File: config.mk
export PLATFORM = sky130hd
export DESIGN_NAME = clk_div_monitor
export DESIGN_NICKNAME = d
export VERILOG_FILES = /design/src/rtl/clk_mon_pkg.sv /design/src/rtl/edge_detect.sv /design/src/rtl/clk_div_monitor.sv
export SDC_FILE = /design/constraint.sdc
export NUM_CORES = 1
export LEC_CHECK = 0
export ABC_AREA = 1
export BUFFER_PORTS_ARGS = -buffer_cell sky130_fd_sc_hd__buf_2
export CELL_PAD_IN_SITES_DETAIL_PLACEMENT = 2
export CELL_PAD_IN_SITES_GLOBAL_PLACEMENT = 2
export CORE_UTILIZATION = 34
export DETAILED_ROUTE_END_ITERATION = 6
export PLACE_DENSITY = 0.78
export SYNTH_ARGS = -nofsm -noshare
export SYNTH_HDL_FRONTEND = slang
export SYNTH_SLANG_ARGS = --single-unit
File: constraint.sdc
create_clock -name clk_in -period 1.9 [get_ports clk_in]
set_input_delay 0.38 -clock clk_in [delete_from_list [all_inputs] [get_ports clk_in]]
set_output_delay 0.38 -clock clk_in [all_outputs]
set_load 0.05 [all_outputs]
File: src/rtl/clk_mon_pkg.sv
// Shared types and constants for the divided-clock monitor.
package clk_mon_pkg;

  typedef enum logic [1:0] {
    IDLE,
    ARMED,
    MEASURE
  } state_t;

  localparam int                   ERR_CNT_W   = 8;
  localparam logic [ERR_CNT_W-1:0] ERR_CNT_MAX = 8'd255;

endpackage

File: src/rtl/edge_detect.sv
// Two-flop sampler for the divided clock; flags the cycle after a 0->1 transition.
module edge_detect (
  input  logic clk_in,
  input  logic rst,
  input  logic div_in,
  output logic div_q,
  output logic rise
);

  logic div_qq;

  always_ff @(posedge clk_in or posedge rst) begin
    if (rst) begin
      div_q  <= 1'b0;
      div_qq <= 1'b0;
    end else begin
      div_q  <= div_in;
      div_qq <= div_q;
    end
  end

  assign rise = div_q & ~div_qq;

endmodule

File: src/rtl/clk_div_monitor.sv
// Measures period and high time of a divided clock sampled in the clk_in domain
// and reports per-measurement errors, lock and stuck status.
module clk_div_monitor
  import clk_mon_pkg::*;
#(
  parameter int EXP_PERIOD = 28,
  parameter int EXP_HIGH   = 14,
  parameter int CNT_W      = 8,
  parameter int LOCK_COUNT = 4
) (
  input  logic                 clk_in,
  input  logic                 rst,
  input  logic                 div_in,
  output logic                 meas_valid,
  output logic [CNT_W-1:0]     period_out,
  output logic [CNT_W-1:0]     high_out,
  output logic                 period_err,
  output logic                 duty_err,
  output logic                 stuck,
  output logic                 locked,
  output logic [ERR_CNT_W-1:0] err_count
);

  localparam int               GOOD_W   = $clog2(LOCK_COUNT + 1);
  localparam logic [CNT_W-1:0] CNT_MAX  = '1;
  localparam logic [CNT_W-1:0] CNT_ONE  = CNT_W'(1);
  localparam logic [CNT_W-1:0] EXP_P    = CNT_W'(EXP_PERIOD);
  localparam logic [CNT_W-1:0] EXP_H    = CNT_W'(EXP_HIGH);
  localparam logic [CNT_W-1:0] TIMEOUT  = CNT_W'(2 * EXP_PERIOD);
  localparam logic [GOOD_W-1:0] GOOD_MAX = GOOD_W'(LOCK_COUNT);

  function automatic logic [CNT_W-1:0] sat_inc_cnt(input logic [CNT_W-1:0] v);
    return (v == CNT_MAX) ? v : v + 1'b1;
  endfunction

  function automatic logic [ERR_CNT_W-1:0] sat_inc_err(input logic [ERR_CNT_W-1:0] v);
    return (v == ERR_CNT_MAX) ? v : v + 1'b1;
  endfunction

  function automatic logic [GOOD_W-1:0] sat_inc_good(input logic [GOOD_W-1:0] v);
    return (v == GOOD_MAX) ? v : v + 1'b1;
  endfunction

  logic              div_q;
  logic              rise;
  logic [CNT_W-1:0]  run_cnt;
  logic [CNT_W-1:0]  high_acc;
  logic [GOOD_W-1:0] good_cnt;
  logic [GOOD_W-1:0] good_next;
  state_t            state_q;
  state_t            state_d;
  logic              capture;
  logic              timeout;
  logic              p_bad;
  logic              d_bad;

  edge_detect u_edge (
    .clk_in (clk_in),
    .rst    (rst),
    .div_in (div_in),
    .div_q  (div_q),
    .rise   (rise)
  );

  // Stage 0: free-running period and high-time counters, restarted on every rise
  always_ff @(posedge clk_in or posedge rst) begin
    if (rst) begin
      run_cnt  <= '0;
      high_acc <= '0;
    end else if (rise) begin
      run_cnt  <= CNT_ONE;
      high_acc <= CNT_ONE;
    end else begin
      run_cnt  <= sat_inc_cnt(run_cnt);
      if (div_q) high_acc <= sat_inc_cnt(high_acc);
    end
  end

  always_ff @(posedge clk_in or posedge rst) begin
    if (rst) state_q <= IDLE;
    else     state_q <= state_d;
  end

  // The first rise only arms the FSM: the counters have no full period behind them yet
  always_comb begin
    state_d = state_q;
    capture = 1'b0;
    timeout = 1'b0;
    case (state_q)
      IDLE: begin
        if (rise) state_d = ARMED;
      end
      ARMED, MEASURE: begin
        if (rise) begin
          capture = 1'b1;
          state_d = MEASURE;
        end else if (run_cnt == TIMEOUT) begin
          timeout = 1'b1;
          state_d = IDLE;
        end
      end
      default: state_d = IDLE;
    endcase
  end

  assign p_bad     = (run_cnt != EXP_P);
  assign d_bad     = (high_acc != EXP_H);
  assign good_next = sat_inc_good(good_cnt);

  // Stage 1: registered measurement, error flags and lock/stuck status
  always_ff @(posedge clk_in or posedge rst) begin
    if (rst) begin
      meas_valid <= 1'b0;
      period_out <= '0;
      high_out   <= '0;
      period_err <= 1'b0;
      duty_err   <= 1'b0;
      stuck      <= 1'b0;
      locked     <= 1'b0;
      err_count  <= '0;
      good_cnt   <= '0;
    end else begin
      meas_valid <= capture;
      if (capture) begin
        period_out <= run_cnt;
        high_out   <= high_acc;
        period_err <= p_bad;
        duty_err   <= d_bad;
        if (p_bad || d_bad) begin
          err_count <= sat_inc_err(err_count);
          good_cnt  <= '0;
          locked    <= 1'b0;
        end else begin
          good_cnt  <= good_next;
          locked    <= (good_next == GOOD_MAX);
        end
      end else if (timeout) begin
        good_cnt <= '0;
        locked   <= 1'b0;
      end
      if (rise)         stuck <= 1'b0;
      else if (timeout) stuck <= 1'b1;
    end
  end

endmodule

==> run_results.csv <==
group,metric,value,unit
placement,dp_slack,180,ps
route,drt-total-wl,7120,um
sta,setup_viol,0,
global_routing,use_met3,0.0288,
floorplan,die_w,90.1,um
global_routing,grt_pass1_wl,12800,um
route,drtIter0Drc,59,
setup_path,critPathKind,"register to register",
floorplan,dieArea,0.00812,mm2
route,viasPerCell,4.89,
route,dr.pass1.iters,4,
yosys,syn_avg_cell_area,7.97,um2
yosys,yosysSeqAreaShare,0.493,
route,vias,2277,
global_routing,grt_max_degree,36,
sta,skew,9.79,ps
sta,tightest_slew,405,ps
yosys,ys_seq_elements,52,
hold_path,hold_class,"input pin to asynchronous set/reset pin",
sta,hold_ws,51.7,ps
sta,period_needed,1660,ps
route,wl_per_cell,15.3,um
setup_path,arrival,1860,ps
yosys,synthCells,331,
setup_path,crit_top_cell,"nand2_1",
placement,io_buffers,31,
power,p_leak,1.63,nW
floorplan,core,0.00737,mm2
floorplan,die_h,90.1,um
sta,max_clock_freq,602,MHz
placement,gp_congestion,0.767,
setup_path,crit_buf_inv,1,
cells_and_area,final_cell_area,0.00301,mm2
setup_path,end_kind,"register",
placement,dp_hpwl,5360,um
floorplan,initial_utilization,0.358,
clock_network,htree_levels,2,
setup_path,critPathSlowestCell,"dfrtp_1",
sta,relSlewSlack,0.730,
setup_path,path_cells,"ha_1 > nand2_1 > nor2_1 > nand3_1 > nand2_2 > inv_1 > nand2_1 > o21ai_0",
clock_network,cts_inserted_buffers,5,
clock_network,worstSkewPairLatency,310,ps
clock_network,clockBufferDepth,2,
route,route.detailed.drc,0,
floorplan,pin_count,32,
sta,period_share,0.875,
cells_and_area,area_growth,14.2,%
clock_network,path_clk_slew,100,ps
setup_path,cp_max_fo,11,
clock_network,cts_tree,"built",
global_routing,use_met1,0.251,
job,max_cap_viol_count,0,
clock_network,cts_setup_buffers,0,
global_routing,grt_pass1_vias,2622,
global_routing,grt_use_total,0.195,
yosys,synthesis.nets,343,
global_routing,grt_antenna_before_repair,0,
clock_network,root_buffer,"clkbuf_8",
floorplan,fp-row-count,31,
setup_path,required,2100,ps
placement,placed_area,0.00293,mm2
setup_path,slowest_delay,410,ps
yosys,ys_warn_count,0,
power,powerDensity,1180,mW/mm2
power,vdd_drop_max,0.458,mV
cells_and_area,nets,379,
yosys,synth.distinct_cells,24,
cells_and_area,layout-drive-gt1-share,0.150,
sta,setup_tns,0,ps
route,postRouteAntennaNets,0,
sta,rsz0062_at_grt,"no",
yosys,syn_area,0.00264,mm2
clock_network,cts.sinks,52,
sta,drv_slew,0,
cells_and_area,diodes,0,
sta,hold_viol_final,0,
outcome,status,"finished clean",
global_routing,grt_overflow,0,
setup_path,cp_top_family,"simple AND/OR/NAND/NOR gates",
clock_network,cts-hold-fix-buffers,0,
global_routing,grt-busiest-layer,"met2",
sta,setup_ws,238,ps
cells_and_area,final_util,0.409,
global_routing,grt.met2_usage,0.342,
setup_path,start_kind,"register",
==> cells in the mapped netlist <==
library cell	n	area, um2
a21oi_4	1	16.3
nand3_2	1	10.0
ha_1	9	113
o21ai_1	1	5.00
clkbuf_1	4	15.0
o31ai_1	1	7.51
nand2_2	2	12.5
nor2_8	1	20.0
nor2_2	2	12.5
o21ai_0	30	150
nand2_4	2	22.5
nand3_1	36	180
nand2_1	101	379
nand3b_1	5	37.5
a31oi_1	1	6.26
buf_4	2	15.0
nor2_1	23	86.3
a21oi_1	3	15.0
xor2_1	4	35.0
inv_2	2	7.51
dfrtp_1	52	1300
nor3_1	3	15.0
nand4_1	3	18.8
inv_1	42	158
==> final timing paths <==
check	start	endpoint	slack [ps]	cells after the start
setup / recovery	high_acc[0]$_DFFE_PP0P_	high_acc[1]$_DFFE_PP0P_	240	8
hold / removal	rst	period_out[6]$_DFFE_PP0P_	50	2
setup reg to reg	high_acc[0]$_DFFE_PP0P_	high_acc[1]$_DFFE_PP0P_	240	8
hold reg to reg	high_out[6]$_DFFE_PP0P_	high_out[6]$_DFFE_PP0P_	490	2
max in group asynchronous	rst	period_err$_DFFE_PP0P_	1320	3
min in group clk_in	div_in	u_edge.div_q$_DFF_PP0_	170	1
==> stage by stage <==
stage / power, mW / cells
2_1_floorplan: 2.58 / 331
3_3_place_gp: 2.91 / 459
3_5_place_dp: 2.98 / 459
4_1_cts: 3.64 / 466
5_1_grt: 3.81 / 466
6_report: 3.56 / 466
==> layer usage <==
metal / vias to the layer above / wire, um
li1: 1117 / -
met1: 1131 / 3390
met2: 23 / 3510
met3: 6 / 143
met4: 0 / 76
met5: - / 0
==> layout by cell type (no fill, tap or decap), types with 2 or more instances in the layout <==
master and instances:
nor2_2 2, nand2_1 100, nor2_1 23, nand4_1 3, nand2_2 3, dfrtp_1 52
nand3_1 36, xor2_1 4, clkbuf_8 5, inv_2 3, inv_1 41, buf_4 3
nand2_4 2, o21ai_0 30, buf_2 31, a21oi_1 3, ha_1 9, nand3b_1 5
nor3_1 3
==> flip-flops by register name, indices dropped and copies added, names as in the netlist <==
| signal | flops |
|---|---|
| period_out | 8 |
| high_acc | 8 |
| duty_err | 1 |
| locked | 1 |
| u_edge.div_q | 1 |
| high_out | 8 |
| u_edge.div_qq | 1 |
| stuck | 1 |
| meas_valid | 1 |
| period_err | 1 |
| err_count | 8 |
| good_cnt | 3 |
| state_q | 2 |
| run_cnt | 8 |
==> power by group <==
part / total (mW) / internal (mW) / leakage [nW] / switching (mW)
clock: 0.627 / 0.251 / 0.0400 / 0.376
sequential: 1.53 / 1.33 / 0.691 / 0.198
combinational: 1.40 / 0.346 / 0.904 / 1.06
total: 3.56 / 1.93 / 1.63 / 1.63
==> area by class of cell <==
class	instances	area, um2
timing repair buffer	35	198
inverter	44	165
fill	906	4360
tap	99	124
clock inverter	2	12.5
clock buffer	5	68.8
sequential	52	1300
multi-input combinational	229	1140
==> cell families (layout without fill, tap and decap cells) <==
| group | Yosys count | in the layout | synth area share |
|---|---|---|---|
| AND/OR/NAND/NOR | 179 | 179 | 0.301 |
| AO/OA/AOI/OAI | 37 | 37 | 0.0759 |
| adder cells (fa/ha/maj) | 9 | 9 | 0.0427 |
| flip-flops | 52 | 52 | 0.493 |
| buffers and inverters | 50 | 86 | 0.0740 |
| XOR/XNOR | 4 | 4 | 0.0133 |
==> repair_timing <==
action / 4_1_cts / 5_1_grt
resized for setup: 0 / 1
endpoints found under the setup margin: 0 / 3
endpoints found under the hold margin: 0 / 0
==> worst reg2reg max path: stages, from the launching register on <==
cell	delay [ps]
dfrtp_1	410
ha_1	230
nand2_1	90
nor2_1	230
nand3_1	160
nand2_2	200
inv_1	110
nand2_1	60
o21ai_0	70
(Power assumes the default switching activity.)
